--- config.mk ---
export PLATFORM = sky130hd
export DESIGN_NAME = instr_fetch_stage
export DESIGN_NICKNAME = d
export VERILOG_FILES = /design/src/rtl/instr_fetch_stage.sv
export SDC_FILE = /design/constraint.sdc
export NUM_CORES = 1
export LEC_CHECK = 0
export ABC_AREA = 1
export BUFFER_PORTS_ARGS = -buffer_cell sky130_fd_sc_hd__clkbuf_2
export CAP_MARGIN = 30
export CELL_PAD_IN_SITES_DETAIL_PLACEMENT = 1
export CELL_PAD_IN_SITES_GLOBAL_PLACEMENT = 1
export CORE_ASPECT_RATIO = 1.25
export CORE_MARGIN = 5
export CORE_UTILIZATION = 30
export CTS_CLUSTER_SIZE = 12
export DETAILED_ROUTE_END_ITERATION = 12
export PLACE_DENSITY_LB_ADDON = 0.25
export SLEW_MARGIN = 20
export SYNTH_ARGS = -nofsm -noshare
export SYNTH_HDL_FRONTEND = slang
export SYNTH_SLANG_ARGS = --single-unit
--- constraint.sdc ---
create_clock -name clk -period 2.75 [get_ports clk]
set_input_delay 0.1375 -clock clk [delete_from_list [all_inputs] [get_ports clk]]
set_output_delay 0.1375 -clock clk [all_outputs]
set_load 0.02 [all_outputs]
--- src/rtl/instr_fetch_stage.sv ---
// Instruction fetch stage: owns the PC, drives the req/ready instruction
// memory port and presents fetched words to decode with a one-entry skid
// buffer for back-pressure and a drain state for redirects mid-request.
module instr_fetch_stage #(
    parameter logic [31:0] RESET_PC = 32'h0000_0000
) (
    input  logic        clk,
    input  logic        rst,
    input  logic        stall,
    input  logic        redirect,
    input  logic [31:0] redirect_pc,
    output logic        imem_req,
    output logic [31:0] imem_addr,
    input  logic        imem_ready,
    input  logic [31:0] imem_rdata,
    output logic [31:0] instr_out,
    output logic [31:0] pc_out,
    output logic [31:0] pc_plus4_out,
    output logic        instr_valid
);

    localparam int unsigned XLEN = 32;

    typedef enum logic [1:0] {
        FETCH = 2'd0,
        HOLD  = 2'd1,
        DRAIN = 2'd2
    } state_e;

    state_e            state_q, state_d;
    logic [XLEN-1:0]   pc_q, pc_d;
    logic              req_q, req_d;
    logic [XLEN-1:0]   addr_q, addr_d;
    logic [XLEN-1:0]   instr_q, instr_d;
    logic [XLEN-1:0]   pc_out_q, pc_out_d;
    logic [XLEN-1:0]   pc4_out_q, pc4_out_d;
    logic              valid_q, valid_d;
    logic [XLEN-1:0]   skid_instr_q, skid_instr_d;
    logic [XLEN-1:0]   skid_pc_q, skid_pc_d;
    logic [XLEN-1:0]   skid_pc4_q, skid_pc4_d;

    logic              hs;
    logic [XLEN-1:0]   pc_plus4;

    // Next-state, PC, output-register and skid-buffer logic.
    always_comb begin
        state_d      = state_q;
        pc_d         = pc_q;
        instr_d      = instr_q;
        pc_out_d     = pc_out_q;
        pc4_out_d    = pc4_out_q;
        valid_d      = valid_q;
        skid_instr_d = skid_instr_q;
        skid_pc_d    = skid_pc_q;
        skid_pc4_d   = skid_pc4_q;
        hs           = req_q & imem_ready;
        pc_plus4     = pc_q + XLEN'(4);

        if (rst) begin
            state_d      = FETCH;
            pc_d         = RESET_PC;
            instr_d      = '0;
            pc_out_d     = '0;
            pc4_out_d    = '0;
            valid_d      = 1'b0;
            skid_instr_d = '0;
            skid_pc_d    = '0;
            skid_pc4_d   = '0;
        end else if (redirect) begin
            // Flush; an unanswered request must still complete before refetch.
            instr_d      = '0;
            valid_d      = 1'b0;
            skid_instr_d = '0;
            skid_pc_d    = '0;
            skid_pc4_d   = '0;
            pc_d         = {redirect_pc[31:2], 2'b00};
            state_d      = (req_q & ~imem_ready) ? DRAIN : FETCH;
        end else begin
            case (state_q)
                FETCH: begin
                    if (hs) begin
                        pc_d = pc_plus4;
                        if (!stall) begin
                            instr_d   = imem_rdata;
                            pc_out_d  = pc_q;
                            pc4_out_d = pc_plus4;
                            valid_d   = 1'b1;
                        end else begin
                            skid_instr_d = imem_rdata;
                            skid_pc_d    = pc_q;
                            skid_pc4_d   = pc_plus4;
                            state_d      = HOLD;
                        end
                    end else if (!stall) begin
                        instr_d = '0;
                        valid_d = 1'b0;
                    end
                end
                HOLD: begin
                    if (!stall) begin
                        instr_d      = skid_instr_q;
                        pc_out_d     = skid_pc_q;
                        pc4_out_d    = skid_pc4_q;
                        valid_d      = 1'b1;
                        skid_instr_d = '0;
                        skid_pc_d    = '0;
                        skid_pc4_d   = '0;
                        state_d      = FETCH;
                    end
                end
                DRAIN: begin
                    if (imem_ready) begin
                        state_d = FETCH;
                    end
                end
                default: state_d = FETCH;
            endcase
        end

        // Memory port is registered; DRAIN keeps the outstanding address.
        req_d  = ~rst & (state_d != HOLD);
        addr_d = (state_d == DRAIN) ? addr_q : pc_d;
    end

    // State and datapath registers.
    always_ff @(posedge clk) begin
        state_q      <= state_d;
        pc_q         <= pc_d;
        req_q        <= req_d;
        addr_q       <= addr_d;
        instr_q      <= instr_d;
        pc_out_q     <= pc_out_d;
        pc4_out_q    <= pc4_out_d;
        valid_q      <= valid_d;
        skid_instr_q <= skid_instr_d;
        skid_pc_q    <= skid_pc_d;
        skid_pc4_q   <= skid_pc4_d;
    end

    assign imem_req     = req_q;
    assign imem_addr    = addr_q;
    assign instr_out    = instr_q;
    assign pc_out       = pc_out_q;
    assign pc_plus4_out = pc4_out_q;
    assign instr_valid  = valid_q;

endmodule

== Word-level counts from Yosys, hierarchy flattened ==
Cells that the tools add are included.

* $add $sub $neg: 1
* Equality and inequality tests: 9
* Mux-type cells: 38
* Bitwise operators: 6
* Reduce and logical (&&, ||, !) cells: 7

{| class="wikitable"
|+ Operator list
! operator !! count
|-
| 2-to-1 mux 32 bit || 20
|-
| case mux 32 bit (2 select lines) || 6
|-
| adder 32 x 3 -> 32 bit (second input constant) || 1
|-
| 2-to-1 mux 2 bit || 7
|-
| inequality test 2 bit (second input constant) || 4
|-
| case mux 2 bit (3 select lines) || 1
|-
| AND reduction 5 bit || 1
|-
| == test 2 bit (second input constant) || 2
|-
| AND reduction 4 bit || 1
|-
| AND 1 bit || 3
|-
| 2-to-1 mux 1 bit || 3
|-
| inequality test 3 bit (second input constant) || 1
|-
| NOT 1 bit || 3
|-
| AND reduction 3 bit || 1
|-
| == test 2 x 1 -> 1 bit (second input constant) || 1
|-
| logical NOT 2 bit || 1
|-
| inequality test 2 x 1 -> 1 bit (second input constant) || 1
|-
| case mux 1 bit (2 select lines) || 1
|-
| AND reduction 2 bit || 1
|-
| nonzero test 2 bit || 1
|-
| OR reduction 2 bit || 1
|}

* Register bits after elaboration: 260
* Output and inout port bits: 130
* Word-level logic and storage cells: 72

== Depth between registers and ports, before layout ==
Gate-level depths: netlist of run 1.

* Depth in word-level cells: 7
* Depth in mapped cells: 10
* Depth with buffers taken out: 10

== Worst setup path after synthesis of run 1 ==
OpenSTA, ideal clock, no wires.

* Kind: register to register
* Start point: reg req_q, in the netlist imem_req
* End point: reg addr_q[0], in the netlist imem_addr[0], enable pin
* Library setup time: 0.401 ns
* Arrival: 1.277 ns
* Data required time: 2.349 ns
* Setup slack: 1.072 ns
* Cell stages (with the launch flop): 4
* Path buffers: 0
* Clock period less this slack: 1.678 ns
* Cell sequence: dfxtp_1 inv_1 a2111oi_2 inv_1

* Word-level cells in the longest chain between the ends: 6

{| class="wikitable"
|+ RTL lines
! what !! RTL line !! RTL
|-
| start: declaration || 32 || <nowiki>logic req_q, req_d;</nowiki>
|-
| start signal: assignment || 129 || <nowiki>req_q <= req_d;</nowiki>
|-
| AND 1 bit || 56 || <nowiki>hs = req_q & imem_ready;</nowiki>
|-
| 2-to-1 mux 2 bit || 81 || <nowiki>if (hs) begin</nowiki>
|-
| case mux 2 bit (3 select lines) || 79 || <nowiki>case (state_q)</nowiki>
|-
| 2-to-1 mux 2 bit * || 69 || <nowiki>end else if (redirect) begin</nowiki>
|-
| 2-to-1 mux 2 bit * || 59 || <nowiki>if (rst) begin</nowiki>
|-
| via state_d[1] || 30 || <nowiki>state_e state_q, state_d;</nowiki>
|-
| == test 2 bit * || 122 || <nowiki>addr_d = (state_d == DRAIN) ? addr_q : pc_d;</nowiki>
|-
| end signal: assignment || 130 || <nowiki>addr_q <= addr_d;</nowiki>
|-
| end: declaration || 33 || <nowiki>logic [XLEN-1:0] addr_q, addr_d;</nowiki>
|}

Mark *: on every way through the listed nets, which the timed path passes. The rest lies on a longest branch.
A chain may end at the register's enable or synchronous reset.

== Worst setup path in the final report of run 1 ==
* Start point: reg pc_q[2]
* End point: reg addr_q[12], in the netlist imem_addr[12] (data pin)

* Word-level cells in the longest chain between the ends: 5

{| class="wikitable"
|+ RTL lines
! what !! RTL line !! RTL
|-
| start: declaration || 31 || <nowiki>logic [XLEN-1:0] pc_q, pc_d;</nowiki>
|-
| start signal: assignment || 128 || <nowiki>pc_q <= pc_d;</nowiki>
|-
| adder 32 x 3 -> 32 bit || 57 || <nowiki>pc_plus4 = pc_q + XLEN'(4);</nowiki>
|-
| 2-to-1 mux 32 bit || 81 ||
|-
| 2-to-1 mux 32 bit || 79 ||
|-
| 2-to-1 mux 32 bit || 69 ||
|-
| 2-to-1 mux 32 bit || 59 ||
|-
| via pc_d[12] || 31 ||
|}

The timed path passes the listed nets, and every way through them passes these cells.

==> results of run 1 <==
-- cells in the mapped netlist --
library cell  instances
nand2_1             198
o211ai_1              2
buf_2                42
or2_2                 6
inv_2                 8
inv_4                 1
nor2_4                2
buf_4                15
o21ai_0             167
dfxtp_1             224
a31oi_1              48
nand3b_1              1
nor3_1                1
a22oi_1               8
buf_6                 3
nand3_2               2
o21ai_1              40
nand4_1               2
o21bai_2              1
nand2_4               1
a31o_2                1
nor2_2                8
a211oi_2             12
nor2_1              106
o21bai_1              2
nand3_1              81
a2111oi_2             1
nand2_2               4
edfxtp_1             32
a21oi_1             204
ha_1                  1
xor2_1                4
clkbuf_2              1
buf_1                 2
inv_1                45
xnor2_1               1
clkbuf_1             35
-- cell type report --
cell class | count | area (µm²) | area share, %
clock inverter | 6 | 57.6 | 0.428
tap | 474 | 593 | 4.41
sequential | 256 | 5450 | 40.5
clock buffer | 46 | 870 | 6.47
inverter | 54 | 208 | 1.55
timing repair buffer | 278 | 1830 | 13.6
multi-input combinational | 904 | 4430 | 33.0
-- flip-flops by register name, summed over array words and instances (netlist names) --
register	flops
imem_req	1
state_q	2
skid_pc4_q	30
skid_instr_q	32
instr_out	32
skid_pc_q	32
pc_plus4_out	30
imem_addr	32
instr_valid	1
pc_out	32
pc_q	32
-- kinds of logic after synthesis --
logic type / synth area share [%]
adders and majority gates: 0.118
AOI/OAI and AO/OA: 24.9
and+or+nand+nor: 16.4
xor gates and xnor gates: 0.414
buffers and inverters: 6.67
DFF: 51.5
-- worst reg2reg max path, stage by stage (launching register included) --
cell	delay [ps]
dfxtp_1	500
ha_1	230
nand2_1	80
nor2_2	280
nand3b_1	240
xor2_1	210
o21ai_0	210
nand2_1	110
-- metrics by stage --
stage                     hold WS [ps]  util [%]  setup slack, ps  area [µm²]
after global placement             349      34.0              670       11900
after floorplan                    219         -             1070       10600
after global routing              66.1      38.3              500       13400
final                             31.9      38.3              631       13400
after CTS                         2.93      38.3              633       13400
after detailed placement           360      34.0              646       11900
-- timing repair --
item	4_1_cts	5_1_grt
resized for setup	0	0
buffers inserted	0	0
setup endpoints to repair	0	0
endpoints found under the hold margin	84	0
hold buffers	58	0
-- worst max-delay path by stage --
stage	start	end	cells after the start
after floorplan	imem_req$_DFF_P_	imem_addr[0]$_DFFE_PP_	3
after detailed placement	pc_q[2]$_DFF_P_	imem_addr[12]$_DFFE_PP_	7
after CTS	pc_q[2]$_DFF_P_	imem_addr[12]$_DFFE_PP_	7
after global placement	pc_q[2]$_DFF_P_	imem_addr[10]$_DFFE_PP_	7
after global routing	pc_q[2]$_DFF_P_	imem_addr[12]$_DFFE_PP_	7
final	pc_q[2]$_DFF_P_	imem_addr[12]$_DFFE_PP_	7
-- layer usage --
layer | vias up | part of all wire, %
met5 | - | 0.033
met3 | 57 | 5.3
met1 | 4878 | 42
li1 | 4941 | -
met4 | 2 | 2.3
met2 | 219 | 51
-- power by group --
part           switching (mW)  internal, mW  leakage, nW
Combinational           0.680         0.335         2.76
Sequential              0.145          3.98         2.19
Clock                    1.57          2.24        0.460
==> impl_metrics.toml, run 1 <==
[status]
outcome = "completed"

[die]
placementRows = 77
core_area_mm2 = 0.0351
die-area_mm2 = 0.0391
ios = 199
start_util_pct = 30.2
die-width_um = 178
die_y_um = 220

[power_and_ir_drop]
p_total_mw = 8.95
p_per_area_mw_per_mm2 = 667
cellLeakagePower_nw = 5.41
irDropWorstVdd_mv = 0.431

[global_routing]
grt-ovfl-total = 0
grt.total_usage_pct = 19.5
grt_max_degree = 116
use_met1_pct = 23.4
grt.busiest_layer = "met2"
grtUsageMet2_pct = 35.5
grt_pass1_wl_um = 60500
grtUsageMet3_pct = 3.69
grt_antenna_before_repair = 1
grt_pass1_vias = 10534

[worst_hold_path]
hold_start = "redirect_pc[20]"
min_path_cells = 3
hold_end = "pc_q[20]$_DFF_P_"
hold_class = "in2reg"

[timing]
fmax_mhz = 472
clock-skew-final_ps = 13.6
tns_ps = 0
report.final.setup_viol = 0
maxSlewHeadroom_pct = 59.6
min_period_ps = 2120
rsz0062_at_grt = "no"
finalHoldViolCount = 0
report.final.slew_viol_count = 0
period_share_pct = 77.0
tightest_slew_ps = 605

[cts]
cts.htree.levels = 1
clock_latency_ps = 550
cts_tree = "yes"
cts_buffer_depth = 3
clock_sinks = 256
root_buffer = "clkbuf_16"
cts_buffers = 28
clk_pin_slew_ps = 60

[critical_path]
start_kind = "flip-flop"
end_kind = "flip-flop"
rrSetupSlack_ps = 630
worst_path_most_repeated_cell = "nand2_1"
critPathMaxFanout = 7
cp_slowest_cell = "dfxtp_1"
path_class = "reg2reg"
cp_slowest_stage_delay_ps = 500
cp_cell_sequence = "ha_1 -> nand2_1 -> nor2_2 -> nand3b_1 -> xor2_1 -> o21ai_0 -> nand2_1"
crit_buf_inv = 0
r2r-end = "imem_addr[12]$_DFFE_PP_"
ff2ff_path_depth = 7
r2r-start = "pc_q[2]$_DFF_P_"
arrival_ps = 2410
critical_path_required_ps = 3040
crit_family = "simple AND/OR/NAND/NOR gates"

[job]
max_cap_viol_count = 0

[yosys]
syn-cell-area_mm2 = 0.0106
synth_top_area_cell = "dfxtp_1"
yosys_warnings = 0
ys_ff_latch = 256
yosys.area.top_type_share_pct = 42.4
syn_nets = 1382
synth_cells = 1312
yosys-top-cells-area = "dfxtp_1 (42%), a21oi_1 (9.7%), edfxtp_1 (9.1%)"
syn_avg_cell_area_um2 = 8.06
synth_cell_types = 37
ys_seq_area_share_pct = 51.5

[placed_design]
dp_hpwl_um = 26500
port_buffers = 196
gp_congestion = 0.893
dp.cells = 1908

[drt]
final_antenna_net_count = 0
wl_per_cell_um = 19.4
vias_per_cell = 5.00
drt-initial-drc-count = 449
drcViolationCount = 0
firstDrtPassIters = 4
vias = 10097
routed_wl_um = 39200

[final_layout]
area_delta_synth_final_pct = 27.0
finalNetCount = 1592
final_layout_size_suffix_gt1_share_pct = 20.1
antenna_cells = 0
instances_no_fill = 2018
layout_commonest_cell = "dfxtp_1"
final_cell_mix = "dfxtp_1 (224), a21oi_1 (204), nand2_1 (198), clkbuf_2 (196), o21ai_0 (167)"
fillers = 4295
Note: power is estimated with default switching activity, not from simulation.
==> inputs of run 2 (changes only) <==
- clock period: 2.75 -> 1.8 ns (I/O delays scaled with it)
==> impl_metrics.toml, run 2 (synthesis results as in run 1) <==
[power_and_ir_drop]
irDropWorstVdd_mv = 0.711
cellLeakagePower_nw = 5.86
p_per_area_mw_per_mm2 = 1000

[global_routing]
grt_pass1_wl_um = 61600
grt_max_degree = 67
grt.total_usage_pct = 19.9
grt-ovfl-total = 0
grt_pass1_vias = 10884
grt_antenna_before_repair = 0

[drt]
drcViolationCount = 0
wl_per_cell_um = 19.3
wl_met3_um = 1990
vias_per_cell = 5.05
wl_met2_um = 20200
drt-initial-drc-count = 548
vias = 10556
wl_met1_um = 16800
final_antenna_net_count = 0
routed_wl_um = 40400
routed.top_layer = "met4"
firstDrtPassIters = 4

[critical_path]
cp_slowest_stage_delay_ps = 340
crit_family = "simple AND/OR/NAND/NOR gates"
start_kind = "flip-flop"
arrival_ps = 2000
crit_buf_inv = 2
ff2ff_path_depth = 9
path_class = "reg2reg"
cp_slowest_cell = "dfxtp_2"
worst-path-stages = 9
worst_path_most_repeated_cell = "buf_4"
cp_cell_sequence = "buf_4 -> nand2_1 -> nor2_2 -> nand2_2 -> nor2_1 -> buf_4 -> or2_2 -> nand3_1 -> a21oi_1"
critPathMaxFanout = 5
critical_path_required_ps = 2100
end_kind = "flip-flop"

[timing]
period_share_pct = 94.5
report.final.setup_viol = 0
clock-skew-final_ps = 8.94
min_period_ps = 1700
rsz0062_at_grt = "yes"
report.final.slew_viol_count = 0
tightest_slew_ps = 465
finalHoldViolCount = 0
fmax_mhz = 588
whs_ps = 14.2
maxSlewHeadroom_pct = 68.7

[cts]
cts_buffers = 29
cts.htree.levels = 1
root_buffer = "clkbuf_16"
cts_buffer_depth = 3
cts_tree = "yes"
clock_sinks = 256
clk_pin_slew_ps = 60
clock_latency_ps = 560

[placed_design]
dp_hpwl_um = 28000
port_buffers = 196
gp_congestion = 0.894

[die]
die-area_mm2 = 0.0391
start_util_pct = 30.2
die_y_um = 220
placementRows = 77
ios = 199
core_area_mm2 = 0.0351
die-width_um = 178

[final_layout]
fillers = 4264
antenna_cells = 0
area_delta_synth_final_pct = 35.2
final_layout_size_suffix_gt1_share_pct = 25.4
final_util_pct = 40.8
finalNetCount = 1664
layout_commonest_cell = "dfxtp_1"
final_cell_mix = "dfxtp_1 (214), a21oi_1 (199), clkbuf_2 (196), nand2_1 (195), o21ai_0 (164)"

[worst_hold_path]
min_path_cells = 3
hold_class = "in2reg"

[status]
outcome = "completed"

[job]
max_cap_viol_count = 0
==> run 2: area by class of cell <==
| type | instances | area (µm²) | share of cell area (%) |
|---|---|---|---|
| tap | 474 | 593 | 4.15 |
| clock inverter | 9 | 128 | 0.892 |
| sequential | 256 | 5460 | 38.2 |
| timing repair buffer | 349 | 2510 | 17.5 |
| clock buffer | 45 | 897 | 6.27 |
| multi-input combinational | 904 | 4510 | 31.5 |
| inverter | 54 | 210 | 1.47 |
==> run 2: per-layer routing <==
layer	up-vias	global-route usage, %
li1	5102	-
met4	0	7.38
met3	69	3.76
met2	229	35.3
met1	5156	23.9
met5	-	0
==> run 2: metrics by stage <==
stage	cells	setup TNS, ps	cell area [µm²]	worst slack [ps]	power (mW)
after floorplan	1312	0	10600	122	7.27
after global routing	2091	-19.5	14300	-14.8	14.9
after CTS	2088	0	14200	9.44	14.5
after global placement	1972	-244	12500	-164	7.98
after detailed placement	1972	-448	12500	-227	8.01
final	2091	0	14300	99.9	14.3
==> run 2: worst register-to-register path: stages, from the launching register on <==
cell and delay, ps:
dfxtp_2 340, buf_4 150, nand2_1 110, nor2_2 60, nand2_2 130, nor2_1 70, buf_4 150, or2_2 290
nand3_1 80, a21oi_1 90
==> run 2: path summary, 6_finish.rpt <==
path	start	to	slack [ps]
min	redirect_pc[26]	pc_q[26]$_DFF_P_	10
max reg2reg	pc_q[3]$_DFF_P_	imem_addr[17]$_DFFE_PP_	100
min reg2reg	pc_q[1]$_DFF_P_	pc_q[1]$_DFF_P_	470
max	pc_q[3]$_DFF_P_	imem_addr[17]$_DFFE_PP_	100
==> run 2: what timing repair did <==
item                                   4_1_cts  5_1_grt
pin swaps                                    0        7
endpoints found under the hold margin      108        0
setup endpoints to repair                    8       54
cloned                                       0        1
setup buffers                                0        2
gates resized for setup                      6       32
hold buffers                                62        0
==> run 2: power by group <==
group          switching [mW]  internal [mW]  total (mW)
Sequential              0.198           6.08        6.28
Clock                    2.46           3.85        6.31
Combinational            1.11          0.635        1.75
Total                    3.77           10.6        14.3
